<file path="src/rtl/uart_rx_fifo_pkg.sv">
`default_nettype none
// ============================================================================
//  Module  : uart_rx_fifo_pkg
//  Brief   : Shared UART constants: byte width, default FIFO depth and the
//            receiver's clock/bit-rate settings.
//  Revision: 1.0  initial release
// ============================================================================
package uart_rx_fifo_pkg;

    // Width of one received byte
    localparam int DEF_PAYLOAD_BITS = 8;

    // Default number of receive FIFO entries (power of two, >= 2)
    localparam int DEF_DEPTH        = 8;

    // Receiver timing constants, used by the upstream bit sampler
    localparam int CLK_HZ           = 50_000_000;
    localparam int BIT_RATE         = 115_200;

    // Width of an occupancy counter able to hold 0..depth inclusive
    function automatic int cnt_width(input int depth);
        return $clog2(depth) + 1;
    endfunction

endpackage : uart_rx_fifo_pkg
`default_nettype wire

</file>
<file path="src/rtl/uart_rx_fifo_if.sv">
`default_nettype none
// ============================================================================
//  Module  : uart_rx_fifo_if
//  Brief   : Receive-side bundle between the UART receiver / consumer and the
//            receive FIFO. slave = FIFO side, master = driver side.
//  Revision: 1.0  initial release
// ============================================================================
interface uart_rx_fifo_if
    import uart_rx_fifo_pkg::*;
#(
    parameter int PAYLOAD_BITS = DEF_PAYLOAD_BITS,
    parameter int DEPTH        = DEF_DEPTH
);
    localparam int C_CNT_W = cnt_width(DEPTH);

    logic                    rx_valid;
    logic [PAYLOAD_BITS-1:0] rx_data;
    logic                    rx_break;
    logic                    rd_en;
    logic                    clr_flags;
    logic [PAYLOAD_BITS-1:0] rd_data;
    logic                    empty;
    logic                    full;
    logic [C_CNT_W-1:0]      count;
    logic                    overflow;
    logic                    break_seen;

    modport slave (
        input  rx_valid, rx_data, rx_break, rd_en, clr_flags,
        output rd_data, empty, full, count, overflow, break_seen
    );

    modport master (
        output rx_valid, rx_data, rx_break, rd_en, clr_flags,
        input  rd_data, empty, full, count, overflow, break_seen
    );

endinterface : uart_rx_fifo_if
`default_nettype wire

</file>
<file path="src/rtl/uart_fifo_mem.sv">
`default_nettype none
// ============================================================================
//  Module  : uart_fifo_mem
//  Brief   : FIFO storage array, one synchronous write port and one
//            asynchronous read port. Contents are not reset.
//  Revision: 1.0  initial release
// ============================================================================
module uart_fifo_mem
    import uart_rx_fifo_pkg::*;
#(
    parameter int WIDTH  = DEF_PAYLOAD_BITS,
    parameter int DEPTH  = DEF_DEPTH,
    parameter int ADDR_W = $clog2(DEPTH)
) (
    input  wire logic              clk,
    input  wire logic              we,
    input  wire logic [ADDR_W-1:0] waddr,
    input  wire logic [WIDTH-1:0]  wdata,
    input  wire logic [ADDR_W-1:0] raddr,
    output logic      [WIDTH-1:0]  rdata
);

    logic [WIDTH-1:0] r_mem [DEPTH];

    // Store the incoming byte at the write address when enabled
    always_ff @(posedge clk) begin
        if (we) begin
            r_mem[waddr] <= wdata;
        end
    end

    assign rdata = r_mem[raddr];

endmodule : uart_fifo_mem
`default_nettype wire

</file>
<file path="src/rtl/uart_rx_fifo.sv">
`default_nettype none
// ============================================================================
//  Module  : uart_rx_fifo
//  Brief   : First-word-fall-through receive FIFO behind a UART receiver,
//            with sticky overflow and BREAK flags.
//  Revision: 1.0  initial release
// ============================================================================
module uart_rx_fifo
    import uart_rx_fifo_pkg::*;
#(
    parameter int PAYLOAD_BITS = DEF_PAYLOAD_BITS,
    parameter int DEPTH        = DEF_DEPTH
) (
    input  wire logic     clk,
    input  wire logic     rst_n,
    uart_rx_fifo_if.slave bus
);

    localparam int C_ADDR_W = $clog2(DEPTH);
    localparam int C_CNT_W  = cnt_width(DEPTH);

    logic [C_ADDR_W-1:0]     r_wr_ptr;
    logic [C_ADDR_W-1:0]     r_rd_ptr;
    logic [C_CNT_W-1:0]      r_count;
    logic                    r_overflow;
    logic                    r_break_seen;

    logic                    w_empty;
    logic                    w_full;
    logic                    w_rd_acc;
    logic                    w_wr_acc;
    logic                    w_drop;
    logic [PAYLOAD_BITS-1:0] w_head;

    // Accept decisions: a read frees the slot a same-cycle write needs when full.
    // A read while empty is ignored, so empty + read + write is a plain write.
    always_comb begin
        w_empty  = (r_count == '0);
        w_full   = (r_count == C_CNT_W'(DEPTH));
        w_rd_acc = bus.rd_en & ~w_empty;
        w_wr_acc = bus.rx_valid & (~w_full | w_rd_acc);
        w_drop   = bus.rx_valid & ~w_wr_acc;
    end

    // Pointer and occupancy update; power-of-two depth makes the wrap implicit
    always_ff @(posedge clk) begin
        if (!rst_n) begin
            r_wr_ptr <= '0;
            r_rd_ptr <= '0;
            r_count  <= '0;
        end else begin
            if (w_wr_acc) begin
                r_wr_ptr <= r_wr_ptr + C_ADDR_W'(1);
            end
            if (w_rd_acc) begin
                r_rd_ptr <= r_rd_ptr + C_ADDR_W'(1);
            end
            r_count <= r_count + C_CNT_W'(w_wr_acc) - C_CNT_W'(w_rd_acc);
        end
    end

    // Sticky flags: a set event in the same cycle as a clear wins
    always_ff @(posedge clk) begin
        if (!rst_n) begin
            r_overflow   <= 1'b0;
            r_break_seen <= 1'b0;
        end else begin
            r_overflow   <= w_drop       | (r_overflow   & ~bus.clr_flags);
            r_break_seen <= bus.rx_break | (r_break_seen & ~bus.clr_flags);
        end
    end

    uart_fifo_mem #(
        .WIDTH  (PAYLOAD_BITS),
        .DEPTH  (DEPTH),
        .ADDR_W (C_ADDR_W)
    ) u_mem (
        .clk   (clk),
        .we    (w_wr_acc & rst_n),
        .waddr (r_wr_ptr),
        .wdata (bus.rx_data),
        .raddr (r_rd_ptr),
        .rdata (w_head)
    );

    assign bus.rd_data    = w_empty ? '0 : w_head;
    assign bus.empty      = w_empty;
    assign bus.full       = w_full;
    assign bus.count      = r_count;
    assign bus.overflow   = r_overflow;
    assign bus.break_seen = r_break_seen;

endmodule : uart_rx_fifo
`default_nettype wire
</file>
<file path="src/flat_wrapper.sv">
// flat-port wrapper written by rule: the top's interface ports become plain ports
module uart_rx_fifo_flat import uart_rx_fifo_pkg::*;
#(
    parameter int PAYLOAD_BITS = DEF_PAYLOAD_BITS,
    parameter int DEPTH        = DEF_DEPTH
)
  (clk, rst_n, bus_rx_valid, bus_rx_data, bus_rx_break, bus_rd_en, bus_clr_flags, bus_rd_data, bus_empty, bus_full, bus_count, bus_overflow, bus_break_seen);
  uart_rx_fifo_if #(.PAYLOAD_BITS(PAYLOAD_BITS), .DEPTH(DEPTH)) bus_i ();
  input  wire logic clk;
  input  wire logic rst_n;
  input wire logic [$bits(bus_i.rx_valid)-1:0] bus_rx_valid;
  input wire logic [$bits(bus_i.rx_data)-1:0] bus_rx_data;
  input wire logic [$bits(bus_i.rx_break)-1:0] bus_rx_break;
  input wire logic [$bits(bus_i.rd_en)-1:0] bus_rd_en;
  input wire logic [$bits(bus_i.clr_flags)-1:0] bus_clr_flags;
  output wire logic [$bits(bus_i.rd_data)-1:0] bus_rd_data;
  output wire logic [$bits(bus_i.empty)-1:0] bus_empty;
  output wire logic [$bits(bus_i.full)-1:0] bus_full;
  output wire logic [$bits(bus_i.count)-1:0] bus_count;
  output wire logic [$bits(bus_i.overflow)-1:0] bus_overflow;
  output wire logic [$bits(bus_i.break_seen)-1:0] bus_break_seen;
  assign bus_i.rx_valid = bus_rx_valid;
  assign bus_i.rx_data = bus_rx_data;
  assign bus_i.rx_break = bus_rx_break;
  assign bus_i.rd_en = bus_rd_en;
  assign bus_i.clr_flags = bus_clr_flags;
  assign bus_rd_data = bus_i.rd_data;
  assign bus_empty = bus_i.empty;
  assign bus_full = bus_i.full;
  assign bus_count = bus_i.count;
  assign bus_overflow = bus_i.overflow;
  assign bus_break_seen = bus_i.break_seen;
  uart_rx_fifo #(.PAYLOAD_BITS(PAYLOAD_BITS), .DEPTH(DEPTH)) u_core (.clk(clk), .rst_n(rst_n), .bus(bus_i));
endmodule
</file>
<file path="config.mk">
export PLATFORM = sky130hd
export DESIGN_NAME = uart_rx_fifo_flat
export DESIGN_NICKNAME = d
export VERILOG_FILES = /design/src/rtl/uart_rx_fifo_pkg.sv /design/src/rtl/uart_rx_fifo_if.sv /design/src/rtl/uart_fifo_mem.sv /design/src/rtl/uart_rx_fifo.sv /design/src/flat_wrapper.sv
export SDC_FILE = /design/constraint.sdc
export NUM_CORES = 1
export LEC_CHECK = 0
export CORE_MARGIN = 2
export CORE_UTILIZATION = 50
export DETAILED_ROUTE_END_ITERATION = 6
export PLACE_DENSITY_LB_ADDON = 0.12
export SYNTH_ARGS = -nofsm -noshare
export SYNTH_HDL_FRONTEND = slang
export SYNTH_SLANG_ARGS = --single-unit
</file>
<file path="constraint.sdc">
create_clock -name clk -period 4 [get_ports clk]
set_input_delay 0.8 -clock clk [delete_from_list [all_inputs] [get_ports clk]]
set_output_delay 0.8 -clock clk [all_outputs]
set_load 0.01 [all_outputs]
</file>
==> flow_metrics.env <==
export IMPL_intPower_w=0.00157
export IMPL_core_area_um2=6310
export IMPL_register_area_um2=2220
export IMPL_syn_area_per_cell_um2=17.2
export IMPL_clk_latency_ns=0.33
export IMPL_fin_tns_setup_ns=0
export IMPL_regToRegSetupSlack_ns=1.57
export IMPL_dp_cells=298
export IMPL_row_count=29
export IMPL_tightestPinTransition_ns=0.771
export IMPL_diodes=0
export IMPL_timing_rr_start="u_core.bus.count[2]"
export IMPL_layout_min_cycle_time_ns=3.21
export IMPL_syn_area_um2=3240
export IMPL_post_cts_resized=0
export IMPL_p_switching_w=0.000595
export IMPL_synth_edff_count=64
export IMPL_fp_dieH_um=84.5
export IMPL_cts_buffers=9
export IMPL_grt_ovfl_total=0
export IMPL_period_share_pct=80.2
export IMPL_max_freq_mhz=312
export IMPL_final_common_cell="edfxtp_1"
export IMPL_htreeDepth=3
export IMPL_yosysWarnings=0
export IMPL_clock_sinks=79
export IMPL_hp_class="register to register"
export IMPL_drive_gt1_share_pct=15.6
export IMPL_die_area_um2=7140
export IMPL_syn2layout_area_growth_pct=18.4
export IMPL_ys_types=33
export IMPL_worst_setup_path_end_kind="output port"
export IMPL_io_buffers=29
export IMPL_r2r_end="u_core.bus.count[2]"
export IMPL_cts_tree="yes"
export IMPL_netlist_instances=188
export IMPL_ys_ff_latch=79
export IMPL_grt_pass1_wl_um=9650
export IMPL_cp_max_fo=8
export IMPL_worstRegToRegCells=12
export IMPL_crit_path_end="bus_rd_data[7]"
export IMPL_pwr_share_comb_pct=29.0
export IMPL_firstDrtPassIters=4
export IMPL_cts_root_buf="clkbuf_8"
export IMPL_fillers=504
export IMPL_seq_power_share_pct=45.5
export IMPL_final_cells=314
export IMPL_slew_headroom_pct=48.5
export IMPL_wl_per_cell_um=19.1
export IMPL_finalSetupViolations=0
export IMPL_p_per_area_nw_per_um2=566
export IMPL_finalHoldViolations=0
export IMPL_maxSlewViolCount=0
export IMPL_clk_path_buf_depth=2
export IMPL_rsz0062_at_grt="no"
export IMPL_async_flop_share_pct=0
export IMPL_seq_area_frac_synth_pct=68.6
export IMPL_skew_ns=0.00674
export IMPL_io_pins=30
export IMPL_clkSlewWorstSetupHoldPaths_ns=0.07
export IMPL_cp_slowest_cell="clkdlybuf4s50_1"
export IMPL_layout_common_cells="edfxtp_1, clkdlybuf4s50_1, dfxtp_1"
export IMPL_final_antenna_net_count=0
export IMPL_cts_hold_buffers=0
export IMPL_critPathMaxStageDelay_ns=0.48
export IMPL_dpl_hpwl_um=4070
export IMPL_p_leak_nw=1.35
export IMPL_antenna_found_initial=0
export IMPL_status="finished, final reports clean"
export IMPL_cap_violations=0
export IMPL_layout_nets=255
export IMPL_p_sw_share_pct=27.5
export IMPL_irDropWorstVdd_mv=0.333
export IMPL_grt_max_degree=17
export IMPL_worstPathArrival_ns=2.41
export IMPL_critPathLaunch="u_core.bus.count[2]"
export IMPL_multi_input_area_um2=911
export IMPL_viasPerCell=5.73
export IMPL_cp_data_required_time_ns=3.20
export IMPL_initial_core_util_pct=51.3
export IMPL_cp_cell_sequence="inv_1 -> ha_1 -> or3b_4 -> and2_1 -> a22o_1 -> clkdlybuf4s50_1"
export IMPL_cts_setup_buffers=0
export IMPL_gp_congestion=0.833
export IMPL_track_usage_pct=18.5
export IMPL_vias=1799
export IMPL_synthesis_nets=211
export IMPL_grt_pass1_vias=1875
export IMPL_routed_wl_um=6010
export IMPL_path_class="register to output port"
export IMPL_power_share_clock_pct=25.5
export IMPL_ys_flop_type="edfxtp_1"
export IMPL_drt_iter0_drc=103
export IMPL_start_kind="register"
export IMPL_fp_dieW_um=84.5
export IMPL_drcViolationCount=0
==> per-stage QoR <==
stage	total power, W	util [%]	setup slack [ns]	hold WS (ns)	cell area [µm²]
finish	0.00217	60.7	0.792	0.495	3830
CTS	0.00219	60.7	0.775	0.503	3830
global route	0.00229	60.7	0.684	0.536	3830
detailed placement	0.00164	57.8	1.13	0.488	3650
global placement	0.00162	57.8	1.16	0.459	3650
floorplan	0.00139	-	1.53	0.449	3240
==> critical path, delay by kind of cell, from the launching register on <==
family | cells | cell delay, ns
flip-flops | 1 | 0.31
AND/OR/NAND/NOR | 2 | 0.73
buffers and inverters | 2 | 0.58
adder cells (fa/ha/maj) | 1 | 0.17
AO/OA/AOI/OAI | 1 | 0.27
==> area by class of cell <==
cell class | instances | area share [%]
Timing Repair Buffer | 39 | 9.53
Tap cell | 77 | 2.51
Sequential cell | 79 | 58.0
Inverter | 15 | 1.47
Clock inverter | 4 | 1.24
Clock buffer | 12 | 3.52
Multi-Input combinational cell | 88 | 23.8
==> cell usage after synthesis (2+ instances only) <==
library cell,instances,area [µm²]
edfxtp_1,64,1920
dfxtp_1,15,300
inv_1,14,52.6
mux4_2,10,225
a22o_1,8,70.1
ha_1,8,100
nand2_1,7,26.3
nor2_1,7,26.3
mux4_1,6,158
a21oi_1,5,25.0
mux2i_1,4,40.0
nand2b_1,4,25.0
nor3_1,4,20.0
nand3_1,3,15.0
nor4_1,3,18.8
and2_1,2,12.5
buf_2,2,10.0
clkbuf_1,2,7.51
nor2b_1,2,12.5
o211ai_1,2,15.0
o21ai_0,2,10.0
or3_1,2,12.5
or3b_4,2,22.5
==> routing by layer <==
metal,up-vias,routed length (µm),track usage (%)
met2,36,3120,31.2
li1,823,-,-
met1,931,2620,23.7
met5,-,0,0
met3,9,166,3.44
met4,0,96,8.23
==> registers in the layout, summed over array words and instances, names as in the netlist, named ones only <==
name / count
u_core.bus.overflow: 1
u_core.bus.count: 4
u_core.bus.break_seen: 1
u_core.r_wr_ptr: 3
u_core.r_rd_ptr: 3
u_core.u_mem.r_mem: 64
==> cells by family after synthesis <==
kind of cell,synth area share (%)
AO/OA/AOI/OAI,5.18
AND/OR/NAND/NOR,5.91
flip-flops,68.6
adder cells (fa/ha/maj),3.71
buffers and inverters,3.25
XOR/XNOR,0.271
multiplexers,13.1
==> power by group through the flow <==
stage	Sequential, W	Combinational (W)	Clock, W
6_report	0.000987	0.000628	0.000553
5_1_grt	0.000994	0.000690	0.000604
4_1_cts	0.000987	0.000638	0.000568
3_5_place_dp	0.00101	0.000636	0
3_3_place_gp	0.00100	0.000621	0
2_1_floorplan	0.000994	0.000400	0
==> worst min-delay path by stage <==
stage	from	end	slack, ns	cells after the start
5_1_grt	u_core.bus.break_seen	u_core.bus.break_seen	0.54	2
2_1_floorplan	u_core.r_rd_ptr[2]	register	0.45	2
3_5_place_dp	u_core.bus.break_seen	u_core.bus.break_seen	0.49	2
4_1_cts	u_core.bus.break_seen	u_core.bus.break_seen	0.50	2
6_report	u_core.bus.break_seen	u_core.bus.break_seen	0.49	2
3_3_place_gp	u_core.r_rd_ptr[2]	register	0.46	2
Power figures use the tool's default switching activity.
